==> config.mk <==
export PLATFORM = sky130hd
export DESIGN_NAME = csr_access_unit
export DESIGN_NICKNAME = d
export VERILOG_FILES = /design/src/rtl/csr_pkg.sv /design/src/rtl/csr_alu.sv /design/src/rtl/csr_access_unit.sv
export SDC_FILE = /design/constraint.sdc
export NUM_CORES = 1
export LEC_CHECK = 0
export ABC_CLOCK_PERIOD_IN_PS = 2300
export CORE_UTILIZATION = 46
export DETAILED_ROUTE_END_ITERATION = 10
export GPL_TIMING_DRIVEN = 1
export HOLD_SLACK_MARGIN = 0.05
export PLACE_DENSITY = 0.77
export SLEW_MARGIN = 20
export SYNTH_ARGS = -nofsm -noshare
export SYNTH_HDL_FRONTEND = slang
export SYNTH_HIERARCHICAL = 1
export SYNTH_SLANG_ARGS = --single-unit
==> constraint.sdc <==
create_clock -name clk -period 2.3 [get_ports clk]
set_clock_uncertainty 0.05 [all_clocks]
set_input_delay 0.46 -clock clk [delete_from_list [all_inputs] [get_ports clk]]
set_output_delay 0.46 -clock clk [all_outputs]
set_load 0.03 [all_outputs]
==> src/rtl/csr_pkg.sv <==
// csr_pkg: FSM states, Zicsr funct3 encodings and CSR addresses shared with the CSR file
package csr_pkg;
  typedef enum logic [1:0] {IDLE, READ, WRITE, RESP} state_t;
  localparam logic [2:0] CSRRW  = 3'b001;
  localparam logic [2:0] CSRRS  = 3'b010;
  localparam logic [2:0] CSRRC  = 3'b011;
  localparam logic [2:0] CSRRWI = 3'b101;
  localparam logic [2:0] CSRRSI = 3'b110;
  localparam logic [2:0] CSRRCI = 3'b111;
  localparam logic [11:0] MISA      = 12'h301;
  localparam logic [11:0] MCYCLE    = 12'hB00;
  localparam logic [11:0] MCYCLEH   = 12'hB80;
  localparam logic [11:0] MINSTRET  = 12'hB02;
  localparam logic [11:0] MINSTRETH = 12'hB82;
  localparam logic [11:0] MVENDORID = 12'hF11;
  localparam logic [11:0] MARCHID   = 12'hF12;
endpackage

==> src/rtl/csr_alu.sv <==
// csr_alu: Zicsr op arithmetic, write-needed and illegal decode
module csr_alu import csr_pkg::*; #(
  parameter int REG_W    = 32,
  parameter int RO_CHECK = 1
) (
  input  logic [2:0]       op,
  input  logic [11:0]      addr,
  input  logic             rs1_zero,
  input  logic [REG_W-1:0] old,
  input  logic [REG_W-1:0] src,
  output logic [REG_W-1:0] new_value,
  output logic             write_needed,
  output logic             illegal
);
  logic is_rw, is_rs, is_rc;
  assign is_rw = op == CSRRW || op == CSRRWI;
  assign is_rs = op == CSRRS || op == CSRRSI;
  assign is_rc = op == CSRRC || op == CSRRCI;
  assign new_value    = is_rw ? src : is_rs ? (old | src) : (old & ~src);
  assign write_needed = is_rw || ((is_rs || is_rc) && !rs1_zero);
  // read-only space is addr[11:10]==2'b11; only an actual write to it traps
  assign illegal = !(is_rw || is_rs || is_rc) ||
                   (RO_CHECK == 1 && addr[11:10] == 2'b11 && write_needed);
endmodule

==> src/rtl/csr_access_unit.sv <==
// csr_access_unit: sequences one Zicsr request as read, optional write, then response
module csr_access_unit import csr_pkg::*; #(
  parameter int REG_W    = 32,
  parameter int RO_CHECK = 1
) (
  input  logic             clk,
  input  logic             rst_n,
  input  logic             req_valid,
  output logic             req_ready,
  input  logic [2:0]       req_op,
  input  logic [11:0]      req_addr,
  input  logic [REG_W-1:0] req_src,
  input  logic             req_rs1_zero,
  input  logic             req_rd_zero,
  output logic             resp_valid,
  input  logic             resp_ready,
  output logic [REG_W-1:0] resp_rdata,
  output logic             resp_illegal,
  output logic [11:0]      csr_addr,
  output logic             csr_wen,
  output logic [REG_W-1:0] csr_wdata,
  input  logic [REG_W-1:0] csr_rdata
);
  state_t state, next;
  logic [2:0] op_q;
  logic [11:0] addr_q;
  logic [REG_W-1:0] src_q, old_q, new_value;
  logic rs1_zero_q, rd_zero_q, write_needed, illegal;
  logic unused_rd_zero;
  assign unused_rd_zero = rd_zero_q;

  csr_alu #(.REG_W(REG_W), .RO_CHECK(RO_CHECK)) u_alu (
    .op(op_q), .addr(addr_q), .rs1_zero(rs1_zero_q), .old(old_q), .src(src_q),
    .new_value(new_value), .write_needed(write_needed), .illegal(illegal)
  );

  always_ff @(posedge clk or negedge rst_n)
    if (!rst_n) state <= IDLE;
    else state <= next;

  always_comb begin
    next = state;
    req_ready = 1'b0;
    resp_valid = 1'b0;
    resp_rdata = '0;
    resp_illegal = 1'b0;
    csr_wen = 1'b0;
    csr_wdata = '0;
    csr_addr = addr_q;
    case (state)
      IDLE: begin
        req_ready = 1'b1;
        csr_addr = '0;
        next = req_valid ? READ : IDLE;
      end
      READ: next = (write_needed && !illegal) ? WRITE : RESP;
      WRITE: begin
        csr_wen = 1'b1;
        csr_wdata = new_value;
        next = RESP;
      end
      RESP: begin
        resp_valid = 1'b1;
        resp_rdata = illegal ? '0 : old_q;
        resp_illegal = illegal;
        next = resp_ready ? IDLE : RESP;
      end
      default: next = IDLE;
    endcase
  end

  // the read happens even for rd==x0: CSR reads here have no side effects
  always_ff @(posedge clk or negedge rst_n)
    if (!rst_n) begin
      op_q <= '0;
      addr_q <= '0;
      src_q <= '0;
      rs1_zero_q <= 1'b0;
      rd_zero_q <= 1'b0;
      old_q <= '0;
    end else begin
      if (state == IDLE && req_valid) begin
        op_q <= req_op;
        addr_q <= req_addr;
        src_q <= req_src;
        rs1_zero_q <= req_rs1_zero;
        rd_zero_q <= req_rd_zero;
      end
      if (state == READ) old_q <= csr_rdata;
    end
endmodule

# [After elaboration in Yosys (flattened, before gate mapping)]
# Cells that the tools add are included.
# W data, S select, Z words.
[word_totals] ff_bits=82 inputBits=85
[classes] n_eq_ne=10 muxes=14 bitwise=3 reduce_logical=16
[ops] operator="$mux W32" n=5
[ops] operator="$and A32 B32 Y32" n=1
[ops] operator="$not A32 Y32" n=1
[ops] operator="$or A32 B32 Y32" n=1
[ops] operator="$mux W12" n=1
[ops] operator="$eq A3 B3 Y1 const B" n=3
[ops] operator="$logic_or A1 B1 Y1" n=8
[ops] operator="$pmux W2 S4" n=1
[ops] operator="$eq A2 B2 Y1 const B" n=3
[ops] operator="$eq A3 B2 Y1 const B" n=2
[ops] operator="$mux W1" n=6
[ops] operator="$logic_and A1 B1 Y1" n=4
[ops] operator="$eq A3 B1 Y1 const B" n=1
[ops] operator="$logic_not A1 Y1" n=3
[ops] operator="$eq A2 B1 Y1 const B" n=1
[ops] operator="$logic_not A2 Y1" n=1
[ops] operator="$mux W2" n=1

# [Longest topological paths before layout]
# Gate-level depths: netlist of run 1.
[logic_depth] depth_word=11 mapped_depth=6 mapped_depth_nobuf=4

# [By module]
# The synthesis of run 1 kept the hierarchy.
[by_module_without_submodules] mod="csr_access_unit" instances=1 cells_per_inst=266 area_each_um2=3692.3 seq_area_each_um2=2052.0
[by_module_without_submodules] mod="csr_alu" instances=1 cells_per_inst=112 area_each_um2=1021.0 seq_area_each_um2=0.0

# [Worst setup path before layout of run 1]
# Ideal clock, no wire load.
[synth_path] kind="register -> output" start="register op_q[0]" end="output resp_rdata[0]" arrival_time_ps=1550 required_time_ps=1790 setup_slack_ps=240 path_stages_with_launch=7 n_path_buf=2 cell_sequence="dfrtp_1 buf_2 a21boi_0 o22ai_1 and3b_1 clkbuf_1 and2_1"
[synth_via] elab_chain_cells=9
[synth_lines] item="start: declaration" line="csr_access_unit.sv:25" source="logic [2:0] op_q;"
[synth_lines] item="start signal: assignment" line="csr_access_unit.sv:83" source="op_q <= req_op;"
[synth_lines] item="$eq A3 B2 Y1, or another cell as far along" line="csr_alu.sv:17" source="assign is_rs = op == CSRRS || op == CSRRSI;"
[synth_lines] item="$logic_or A1 B1 Y1 (on tied branches)" line="csr_alu.sv:17, csr_alu.sv:18"
[synth_lines] item="$logic_or A1 B1 Y1" line="csr_alu.sv:20" source="assign write_needed = is_rw || ((is_rs || is_rc) && !rs1_zero);"
[synth_lines] item="$logic_and A1 B1 Y1" line="csr_alu.sv:20"
[synth_lines] item="$logic_or A1 B1 Y1" line="csr_alu.sv:20"
[synth_lines] item="$logic_and A1 B1 Y1" line="csr_alu.sv:23" source="(RO_CHECK == 1 && addr[11:10] == 2'b11 && write_needed);"
[synth_lines] item="$logic_or A1 B1 Y1 (*)" line="csr_alu.sv:22" source="assign illegal = !(is_rw || is_rs || is_rc) ||"
[synth_lines] item="via illegal" line="csr_access_unit.sv:28" source="logic rs1_zero_q, rd_zero_q, write_needed, illegal;"
[synth_lines] item="$mux W32 (*)" line="csr_access_unit.sv:64" source="resp_rdata = illegal ? '0 : old_q;"
[synth_lines] item="$mux W32 (*)" line="csr_access_unit.sv:50" source="case (state)"
[synth_lines] item="end: declaration" line="csr_access_unit.sv:17" source="output logic [REG_W-1:0] resp_rdata,"
# Mark *: on every way through the listed nets, which the timed path passes. The rest lies on a longest branch.

# [Worst setup path after layout of run 1]
[layout_path] start="register op_q[1]" end="output resp_rdata[2]"
# Same word-level chain as after synthesis.

==> results.toml, run 1 <==
[detailed_routing]
vias_per_cell = 5.22
num_vias = 3603
drtAntennaViolNets = 0
wl_per_cell_um = 17.7
drt_pass1_iterations = 5
totalWireLength_um = 12200
drt-initial-drc-count = 88
post-route-drc-count = 0

[setup_path]
critPathTopFamily = "buffers and inverters"
critPathMaxStageDelay_ps = 470
path_buf_inv = 3
cp_data_required_time_ps = 1790
slowest_stage = "dfrtp_2"
cpMostUsedCell = "buf_12"
arrival_ps = 1880
cp-start-kind = "register"
path_class = "reg -> out"
worst-path-max-fanout = 23
crit_chain = "buf_12 -> o22ai_4 -> and3b_2 -> buf_12 -> and2_1 -> buf_6"
crit_path_end_kind = "output pin"

[sta]
hold_viol_final = 0
period_needed_ps = 2390
relSlewSlack = 0.612
setup_ws_ps = -89.9
rsz0062_at_grt = "true"
setup_viol_count_final = 33
finalMaxSlewViolations = 0
maxClockFrequency_ghz = 0.418
tightest_slew_ps = 582
finalCritPeriodShare = 1.04
setup_tns_ps = -2010

[global_route]
first_global_vias = 3803
grt_pass1_wl_um = 19300
antenna_found_initial = 0
overflow = 0
grt_usage = 0.241
grt_max_degree = 45

[power]
power_switching_w = 0.00504
power_frac_comb = 0.666
pwr-share-clk = 0.087
switching_share = 0.427
leakage_nw = 3.01
p_seq_frac = 0.247
power_w = 0.0118
p_int_w = 0.00675
power_density_nw_per_um2 = 1670
ir_worst_vdd_v = 0.000857

[yosys]
syn-cell-area_um2 = 4680
syn_nets = 461
synthCells = 376
syn_area_per_cell_um2 = 12.4
yosysWarnings = 6

[floorplanning]
fp.dieW_um = 103
core_area_um2 = 9820
rows = 36
ioPinCount = 165
fp.dieH_um = 103
die_area_um2 = 10600
start_util = 0.476

[clock_network]
clock-sinks = 81
htreeDepth = 3
cts_root_buffer = "clkbuf_8"
clock_path_buffers = 2
cts_tree = "yes"
cts.clk_slew.worst_paths_ps = 80
cts_made_buffers = 9
clock_latency_ps = 350

[cells_and_area]
area_growth_syn_to_layout_pct = 51.0
n_fill_cell = 714
drive_gt1_frac = 0.463
nets = 637
num_antenna_cells = 0
fin_area_um2 = 7060

[min_path]
hold_class = "in -> async"

[placed_design]
place.gp.congestion = 0.766
dpl.hpwl_um = 8120
placed_area_um2 = 6390
io_buffers = 162

[status]
status = "finished with violations"
violations = "setup timing"

[job]
max_cap_violations = 0
-- flip-flops by register name (all words and copies together) (netlist names) --
name,flops
addr_q,12
old_q,32
rs1_zero_q,1
op_q,2
src_q,32
state,2
-- routing by layer --
metal / GRT usage / part of all wire
met1: 0.285 / 0.40
met2: 0.428 / 0.51
met3: 0.0542 / 0.054
met4: 0.0867 / 0.026
met5: 0 / 0
-- stage by stage --
stage	worst slack [ps]	std cells	util	hold slack, ps
CTS	-125	684	0.698	59.0
finish	-89.9	690	0.719	38.9
floorplan	240	376	-	114
global route	-150	690	0.719	71.1
detailed placement	13.2	664	0.651	437
global placement	44.5	664	0.651	432
-- repair_timing --
action	4_1_cts	5_1_grt
gates cloned	1	1
hold buffers	0	0
endpoints found under the setup margin	65	59
setup buffers	3	5
gates resized for setup	134	64
pin swaps	13	30
hold endpoints to repair	0	0
-- final cells by class --
| type | instances | area, um2 | share of cell area |
|---|---|---|---|
| Timing Repair Buffer | 192 | 2090 | 0.296 |
| Multi-Input combinational cell | 267 | 2580 | 0.366 |
| Clock buffer | 11 | 131 | 0.0186 |
| Inverter | 1 | 3.75 | 0.000532 |
| Clock inverter | 5 | 56.3 | 0.00797 |
| Sequential cell | 81 | 2030 | 0.288 |
| Tap cell | 133 | 166 | 0.0236 |
-- power by group through the flow --
stage	sequential, W	combinational, W	clock, W
final	0.00291	0.00786	0.00102
after global routing	0.00303	0.00834	0.00111
after CTS	0.00289	0.00738	0.00104
after detailed placement	0.00289	0.00691	0
after global placement	0.00282	0.00679	0
after floorplan	0.00269	0.00491	0
-- placed cells by master, fill, tap and decap left out, types with 2 or more instances in the layout --
master / n
a221oi_2: 31
and2_1: 43
and2_4: 22
and3_1: 2
buf_12: 13
buf_4: 19
buf_6: 62
buf_8: 2
clkbuf_1: 2
clkbuf_8: 9
clkdlybuf4s50_1: 82
clkinv_2: 2
dfrtp_1: 78
dfrtp_2: 3
dlygate4sd2_1: 12
mux2_2: 59
mux2_4: 20
nor2_1: 34
nor2b_1: 12
xnor2_1: 28
xnor2_4: 3
-- worst reg2reg max path, cell delays in order (launching register included) --
cell,delay (ps)
dfrtp_1,380
buf_4,170
nor3b_4,250
buf_12,290
mux2_2,400
-- final timing paths --
path                                        from               endpoint  slack (ps)  cells after the start
max in group asynchronous                  rst_n  old_q[13]$_DFFE_PN0N_        1550                      2
min                                        rst_n  src_q[23]$_DFFE_PN0P_          40                      1
max reg2reg                   state[1]$_DFF_PN0_  src_q[30]$_DFFE_PN0P_         660                      4
min reg2reg                addr_q[1]$_DFFE_PN0P_  addr_q[1]$_DFFE_PN0P_         460                      1
max                          op_q[1]$_DFFE_PN0P_          resp_rdata[2]         -90                      6
min in group clk           addr_q[1]$_DFFE_PN0P_  addr_q[1]$_DFFE_PN0P_         460                      1
Power figures use the tool's default switching activity.
==> run 2: changes to the inputs <==
--- a/config.mk
+++ b/config.mk
@@ -5,11 +5,10 @@
 export SDC_FILE = /design/constraint.sdc
 export NUM_CORES = 1
 export LEC_CHECK = 0
-export ABC_CLOCK_PERIOD_IN_PS = 2300
+export ABC_CLOCK_PERIOD_IN_PS = 2600
 export CORE_UTILIZATION = 46
 export DETAILED_ROUTE_END_ITERATION = 10
 export GPL_TIMING_DRIVEN = 1
-export HOLD_SLACK_MARGIN = 0.05
 export PLACE_DENSITY = 0.77
 export SLEW_MARGIN = 20
 export SYNTH_ARGS = -nofsm -noshare
==> constraint.sdc (replaced) <==
create_clock -name clk -period 2.6 [get_ports clk]
set_clock_uncertainty 0.05 [all_clocks]
set_input_delay 0.52 -clock clk [delete_from_list [all_inputs] [get_ports clk]]
set_output_delay 0.52 -clock clk [all_outputs]
set_load 0.03 [all_outputs]
==> run 2 against run 1 <==
Compared with the run above: the flow now finishes without violations; sequential power down 13%; global-route usage shrank 1.9 points; final cell count fell by 1.9%; utilization fell by 5.3 points; critical endpoint is now resp_rdata[20]; clock-buffer cell count grew 2; largest power group unchanged; power is 21% lower; combinational power down 25%; critical path depth unchanged; sequential share of layout area grew 2.3 points; die area is the same; setup slack better by 180 ps.
==> results.toml, run 2 (synthesis results as in run 1) <==
[cells_and_area]
final-seq-area_um2 = 2030
reg_top3 = "old_q (32), src_q (32), addr_q (12)"
n_fill_cell = 796
multiInputGateArea_um2 = 2430
num_antenna_cells = 0
drive_gt1_frac = 0.338
final_common_cell = "clkdlybuf4s50_1"
final_core_util = 0.666
final_cells = 677
nets = 624
layout_common_cells = "clkdlybuf4s50_1 (94), dfrtp_1 (78), and2_1 (65), mux2_2 (59), buf_4 (45)"
area_growth_syn_to_layout_pct = 39.8

[placed_design]
dpl.hpwl_um = 7870
dp_cells = 661
io_buffers = 162
place.gp.congestion = 0.765
pre_cts_ws_ps = 178

[clock_network]
cts.clk_slew.worst_paths_ps = 80
cts_made_buffers = 9
htreeDepth = 3
clock_latency_ps = 340
ctsResizeCount = 31
cts_tree = "yes"
hold_buffers = 0
clock_path_buffers = 2
cts_root_buffer = "clkbuf_8"
clock-sinks = 81
postCtsSetupRepairBufs = 0

[power]
ir_worst_vdd_v = 0.000708
leakage_nw = 2.84
power_density_nw_per_um2 = 1420

[global_route]
grt_max_degree = 45
overflow = 0
grt_usage = 0.222
antenna_found_initial = 0
grt_pass1_wl_um = 17700
first_global_vias = 3448

[setup_path]
crit_path_end_kind = "output pin"
path_class = "reg -> out"
critPathMaxStageDelay_ps = 410
cp_data_required_time_ps = 2030
slowest_stage = "dfrtp_2"
worst-path-max-fanout = 25
rr_worst_depth = 4
crit_chain = "a21boi_0 -> o22ai_2 -> and3b_2 -> buf_12 -> and2_1 -> buf_4"
arrival_ps = 1940
cp-start-kind = "register"

[detailed_routing]
vias_per_cell = 5.01
drtAntennaViolNets = 0
wl_per_cell_um = 16.7
drt-initial-drc-count = 131
totalWireLength_um = 11300
drt_pass1_iterations = 4
num_vias = 3389
post-route-drc-count = 0

[floorplanning]
fp.dieH_um = 103
core_area_um2 = 9820
fp.dieW_um = 103
ioPinCount = 165
start_util = 0.476
rows = 36
die_area_um2 = 10600

[sta]
setup_tns_ps = 0
setup_ws_ps = 88.8
tightest_slew_ps = 601
holdWs_ps = 125
finalCritPeriodShare = 0.966
setup_viol_count_final = 0
maxClockFrequency_ghz = 0.398
relSlewSlack = 0.600
finalMaxSlewViolations = 0
period_needed_ps = 2510
hold_viol_final = 0

[min_path]
hold_class = "in -> async"

[job]
max_cap_violations = 0

[status]
status = "completed"
-- run 2: changes by cell type in the layout (fill, tap and decap cells not counted), sizes merged --
cell           previous run  this run
clkinvlp                  1         0
clkdlybuf4s50            82        94
dlygate4sd2              12        23
dlymetal6s2s              0         2
clkdlybuf4s15             0         6
clkbuf                   13        15
clkinv                    3         2
buf                      96        52
-- run 2: cell type report --
cell class | count | share of cell area
multi-input cells | 267 | 0.372
inverters | 1 | 0.000574
flip-flops and latches | 81 | 0.311
clock inverters | 3 | 0.00612
well taps | 133 | 0.0254
clock buffers | 13 | 0.0228
repair buffers | 179 | 0.262
-- run 2: critical path: cells and delay by family, from the launching register on --
kind	cells	cell delay, ps
compound gates	2	400
buf+inv	2	320
flops	1	410
simple gates	2	450
-- run 2: metal layers --
metal | up-vias | share of wire | track usage
li1 | 1636 | - | -
met1 | 1637 | 0.44 | 0.287
met2 | 103 | 0.48 | 0.369
met3 | 13 | 0.064 | 0.0475
met4 | 0 | 0.015 | 0.0769
met5 | - | 0 | 0
-- run 2: power breakdown --
group	internal, W	switching (W)
Sequential	0.00191	0.000616
Clock	0.000469	0.000446
Combinational	0.00286	0.00301
-- run 2: final timing paths --
path	endpoint	slack, ps	start
max	resp_rdata[20]	90	op_q[0]$_DFFE_PN0P_
min	src_q[23]$_DFFE_PN0P_	120	rst_n
max reg2reg	addr_q[7]$_DFFE_PN0P_	860	state[1]$_DFF_PN0_
min reg2reg	addr_q[5]$_DFFE_PN0P_	450	addr_q[5]$_DFFE_PN0P_
max in group asynchronous	src_q[16]$_DFFE_PN0P_	1760	rst_n
min in group clk	addr_q[5]$_DFFE_PN0P_	450	addr_q[5]$_DFFE_PN0P_
-- run 2: through the flow --
stage	instance area [um2]	power, W
after CTS	6530	0.00938
final	6540	0.00931
after floorplan	4680	0.00672
after global routing	6540	0.00992
after global placement	6370	0.00845
after detailed placement	6370	0.00859
